File: config.mk
export PLATFORM = sky130hd
export DESIGN_NAME = aes_iter_ctrl
export DESIGN_NICKNAME = d
export VERILOG_FILES = /design/src/rtl/aes_iter_ctrl.sv
export SDC_FILE = /design/constraint.sdc
export NUM_CORES = 1
export LEC_CHECK = 0
export CAP_MARGIN = 20
export CORE_AREA = 2 2 303 305
export DETAILED_ROUTE_END_ITERATION = 6
export DIE_AREA = 0 0 305 307
export SLEW_MARGIN = 20
export SYNTH_ARGS = -nofsm -noshare
export SYNTH_HDL_FRONTEND = slang
export SYNTH_SLANG_ARGS = --single-unit
File: constraint.sdc
create_clock -name clk_i -period 1.85 [get_ports clk_i]
set_input_delay 0.2775 -clock clk_i [delete_from_list [all_inputs] [get_ports clk_i]]
set_output_delay 0.2775 -clock clk_i [all_outputs]
set_load 0.05 [all_outputs]
File: src/rtl/aes_iter_ctrl.sv
// Iterative AES encryption sequencer: round-0 AddRoundKey here, rounds 1..RND_NUM via roundComb.
// Optional abort input is compiled in when AES_CTRL_ABORT_EN is defined.
module aes_iter_ctrl #(
    parameter int unsigned KEY_SIZE = 128
) (
    input  logic                clk_i,
    input  logic                rst_i,
`ifdef AES_CTRL_ABORT_EN
    input  logic                abort_i,
`endif
    input  logic                in_valid_i,
    output logic                in_ready_o,
    input  logic [127:0]        in_state_i,
    input  logic [KEY_SIZE-1:0] in_key_i,
    output logic [127:0]        rc_state_o,
    output logic [KEY_SIZE-1:0] rc_key_o,
    output logic [3:0]          rc_num_o,
    input  logic [127:0]        rc_state_out_i,
    output logic                out_valid_o,
    input  logic                out_ready_i,
    output logic [127:0]        out_state_o,
    output logic                busy_o
);

    localparam int unsigned RND_NUM = (KEY_SIZE == 256) ? 14 : (KEY_SIZE == 192) ? 12 : 10;
    localparam logic [3:0]  RndLast = 4'(RND_NUM);

    if (KEY_SIZE != 128 && KEY_SIZE != 192 && KEY_SIZE != 256) begin : g_bad_key_size
        $error("aes_iter_ctrl: KEY_SIZE must be 128, 192 or 256");
    end

    typedef enum logic [1:0] {StIdle, StRun, StDone} state_e;

    state_e              st_q, st_d;
    logic [127:0]        state_q, state_d;
    logic [KEY_SIZE-1:0] key_q, key_d;
    logic [3:0]          num_q, num_d;
    logic                in_ready_q, out_valid_q, busy_q;
    logic                abort_w;

`ifdef AES_CTRL_ABORT_EN
    assign abort_w = abort_i;
`else
    assign abort_w = 1'b0;
`endif

    always_comb begin
        st_d    = st_q;
        state_d = state_q;
        key_d   = key_q;
        num_d   = num_q;
        unique case (st_q)
            StIdle: begin
                if (in_valid_i) begin
                    state_d = in_state_i ^ in_key_i[KEY_SIZE-1 -: 128];
                    key_d   = in_key_i;
                    num_d   = 4'd1;
                    st_d    = StRun;
                end
            end
            StRun: begin
                state_d = rc_state_out_i;
                if (num_q == RndLast) begin
                    st_d = StDone;
                end else begin
                    num_d = num_q + 4'd1;
                end
            end
            StDone: begin
                if (out_ready_i) begin
                    st_d  = StIdle;
                    num_d = 4'd0;
                end
            end
            default: st_d = StIdle;
        endcase
        // Abort wins over a same-cycle out_ready; in IDLE it has no effect.
        if (abort_w && st_q != StIdle) begin
            st_d  = StIdle;
            num_d = 4'd0;
        end
    end

    always_ff @(posedge clk_i) begin
        if (rst_i) begin
            st_q        <= StIdle;
            state_q     <= '0;
            key_q       <= '0;
            num_q       <= '0;
            in_ready_q  <= 1'b1;
            out_valid_q <= 1'b0;
            busy_q      <= 1'b0;
        end else begin
            st_q        <= st_d;
            state_q     <= state_d;
            key_q       <= key_d;
            num_q       <= num_d;
            in_ready_q  <= (st_d == StIdle);
            out_valid_q <= (st_d == StDone);
            busy_q      <= (st_d != StIdle);
        end
    end

    assign in_ready_o  = in_ready_q;
    assign out_valid_o = out_valid_q;
    assign busy_o      = busy_q;
    assign rc_state_o  = state_q;
    assign rc_key_o    = key_q;
    assign rc_num_o    = num_q;
    assign out_state_o = state_q;

endmodule

==> flow_results.org <==
** Outcome
- Outcome :: finished clean

** Yosys
- When the netlist entered floorplanning its net count stood at about 1.8k.
- Counting flops and latches in the post-synthesis netlist gives 265.
- Warning count from the yosys run :: 0
- Dividing the synthesized area by the synthesized cell count gives ~8.4 µm².
- After synthesis the cells add up to 12160 µm².
- The share of the Yosys chip area taken by registers is between 40% and 50%.
- Count of different cell masters after synthesis :: 38
- Count of mapped cells out of synthesis :: approximately 1.4k

** CTS
- CTS max path bufs :: 3
- The number of clock buffers added by TritonCTS is 36.
- For this design, the CTS-stage hold fixing added 0 buffers.
- CTS built an H-tree with a depth of 2.
- Num Clock Sinks :: 265
- At the later pin of the worst-skew pair, clock insertion delay measures 0.54 ns.
- Root Buffer Master :: clkbuf_16
- TritonCTS built the clock tree.
- Clock-pin slew reported for the worst setup and hold paths after clock tree synthesis :: ~0.060 ns

** Global route
- Entering global routing, the biggest net connects 70 pins.
- Gr ovfl total :: 0
- The number of global-route vias before repair is 11.87k.
- The initial antenna violation count was 4.
- The first global-routing pass estimated 77740 µm of wire.
- Across every metal layer, demand over resource in global routing totals 11.03%.

** Drt
- The final layout contains routed wiring with a total length of ~55000 µm.
- The first TritonRoute pass finished after 5 iterations.
- DRT iter0 DRCs :: about 640
- Detailed-route vias per instance :: approximately 3.7
- In this run the remaining antenna-violating nets after routing total 0.
- DRC violation count after routing :: 0
- The final route contains 12.33k vias.
- Dividing the detail-routed wire length by the instance count gives between 15 and 20 µm.

** Layout
- The finished cells cover between 20000 and 25000 µm².
- Layout Cells excl Fill :: approximately 3.3k
- Layout cells sized above 1 :: 12.36%
- Most frequent cells in the layout :: nand2_1, clkdlybuf4s50_1, dlygate4sd2_1
- Number of nets in the layout :: roughly 2.5k
- At the end of the flow the core is filled with cells to about a quarter.
- Compared with the post-synthesis result, the final layout area differs by 75.55%.

** Place
- Placed insts :: roughly 3.2k
- Routability-driven placement finished with a final weighted congestion of just under 0.9.
- Detailed placement ended at an HPWL of approximately 43000 µm.
- Post-place instance area :: between 20000 and 25000 µm²
- Port buffering added 778 buffers.

** STA
- After layout, the worst path uses 95.87% of the clock period.
- Setup repair after global routing could not meet its margin everywhere.
- The total count of max-transition violations in the final report came to 0.
- Final hold viol count :: 0
- Setup violators final :: 0
- For the final database, setup skew stands at about 0.012 ns.
- Relative slew slack :: 59.66%
- For this run, the top clock speed supported by timing is around 0.56 GHz.
- Final critical delay including setup and external delays :: ~1.8 ns
- For the pin with the worst max-slew slack, the measured transition is around 0.6 ns.

** Setup path
- On the critical path the largest part of the delay comes from buffers and inverters.
- The signal on the critical path passes through dlygate4sd2_1.
- Crit path kind :: flop to output pin
- Largest fanout of any net on the critical path :: 3
- Delay of the slowest cell on the worst path :: ~0.55 ns
- Among all stages on the critical path, the largest delay is contributed by dlygate4sd2_1.
- CP endpoint kind :: output pin
- Buffers plus inverters on the worst setup path :: 1
- Required time of the critical path :: between 1.5 and 2 ns
- The worst register-to-register path begins at st_q[1].
- STA classifies the critical path startpoint as a flop.
- In this run the register-to-register setup slack is 0.11 ns.
- Critical path launch point :: out_state_o[55]
- STA puts the critical path data arrival time at 1.50 ns.

** Pwr
- Reported leakage power :: slightly above 9 nW
- Cell Pwr Density :: 1020 nW/µm²
- Total power of the final layout :: roughly 0.022 W
- Max VDD drop :: between 400 and 500 µV

** Floorplan
- Once the floorplan was initialized, standard cells occupied 13.40% of the core.
- The die is just over 300 µm wide.
- For this design the top-level I/O count stands at approximately 780.
- The die covers 93640 µm².
- The floorplan has 111 rows.
- The die is about 310 µm tall.
- The core region is about 91000 µm².

** Run
- Max Cap Viol :: 0

** Min path
- The worst hold path begins at rst_i.
- The worst hold path belongs to the class primary input to flop.
## metal layers
metal	GRT usage, %	part of all wire [%]	vias up
met5	0	0	-
met4	4.594	3.8	0
met3	3.122	7.5	82
met2	18.90	48	530
met1	12.86	41	5686
li1	-	-	6036
## power breakdown
part	leakage [nW]	total (W)	switching, W	internal [W]
Clock	0.619	0.00744	0.00280	0.00464
Sequential	2.18	0.00674	0.000475	0.00627
Combinational	6.30	0.00759	0.00500	0.00259
## state kept, by name, summed over array words and instances, names as in the netlist
signal       cells
busy_o           1
in_ready_o       1
out_state_o    128
out_valid_o      1
rc_key_o       128
rc_num_o         4
st_q             2
## Yosys cell counts
cell type  instances  area share (%)
nor2b_1            2            0.10
buf_1              5            0.15
a31o_2             1           0.072
a2111oi_0          1           0.072
a2111oi_2          1            0.12
nor3b_4            1            0.15
inv_1              3           0.093
buf_4            137             8.5
nand3_1            3            0.12
o31ai_1            1           0.062
mux2i_1            1           0.082
a211oi_1           1           0.062
buf_6              8            0.74
a22o_1           128             9.2
xnor2_1          128             9.2
a21o_1             1           0.062
o311ai_0           1           0.072
or3_1              1           0.051
nor4_1             1           0.051
o32ai_1            3            0.22
o22ai_1            1           0.051
nand4b_1           1           0.072
and3b_1            2            0.14
buf_2             38             1.6
nand2_1          387              12
clkbuf_1          43             1.3
nand3b_1           1           0.062
o22a_1             1           0.072
dfxtp_1          265              44
a31oi_1            2            0.10
a21oi_1          131             5.4
or2_2              1           0.051
o21ai_0          129             5.3
or3b_2             1           0.072
nor2_1             2           0.062
and2_1             1           0.051
ha_1               6            0.62
nand2b_1           5            0.26
## layout make-up
type / count / area, µm²
timing repair buffer: 842 / 7869
clock inverter: 16 / 225.2
fill: 9966 / 69350
tap: 1186 / 1484
multi-input combinational: 946 / 5405
inverter: 3 / 11.26
antenna: 1 / 2.502
clock buffer: 48 / 1037
sequential: 265 / 5306
## stage by stage
stage	hold WS, ns	setup TNS, ns	setup WS [ns]
6_report	0.07269	0	0.07643
5_1_grt	0.06479	-0.008349	-0.003936
4_1_cts	0.04469	0	0.01677
3_5_place_dp	0.4457	-3.958	-0.1230
3_3_place_gp	0.4407	-4.181	-0.1807
2_1_floorplan	0.4135	0	0.1351
## worst paths after layout
kind                           to  depth (start not counted)
hold / removal      rc_key_o[116]                          2
setup / recovery  out_state_o[55]                          1
setup reg to reg  out_state_o[86]                          7
hold reg to reg      rc_key_o[57]                          2
## repair_timing
action	4_1_cts	5_1_grt
setup buffers	0	1
endpoints found under the hold margin	0	0
pin swaps	0	1
gates resized for setup	271	5
cloned	0	1
endpoints found under the setup margin	270	102
## cells by family after synthesis
group | count (synthesis) | synth area share (%)
compound gates | 402 | 20.89
buf+inv | 234 | 12.34
mux | 1 | 0.08234
flops | 265 | 43.64
fa+ha+maj | 6 | 0.6175
xor+xnor | 128 | 9.222
simple gates | 409 | 13.21
Power figures use the tool's default switching activity.
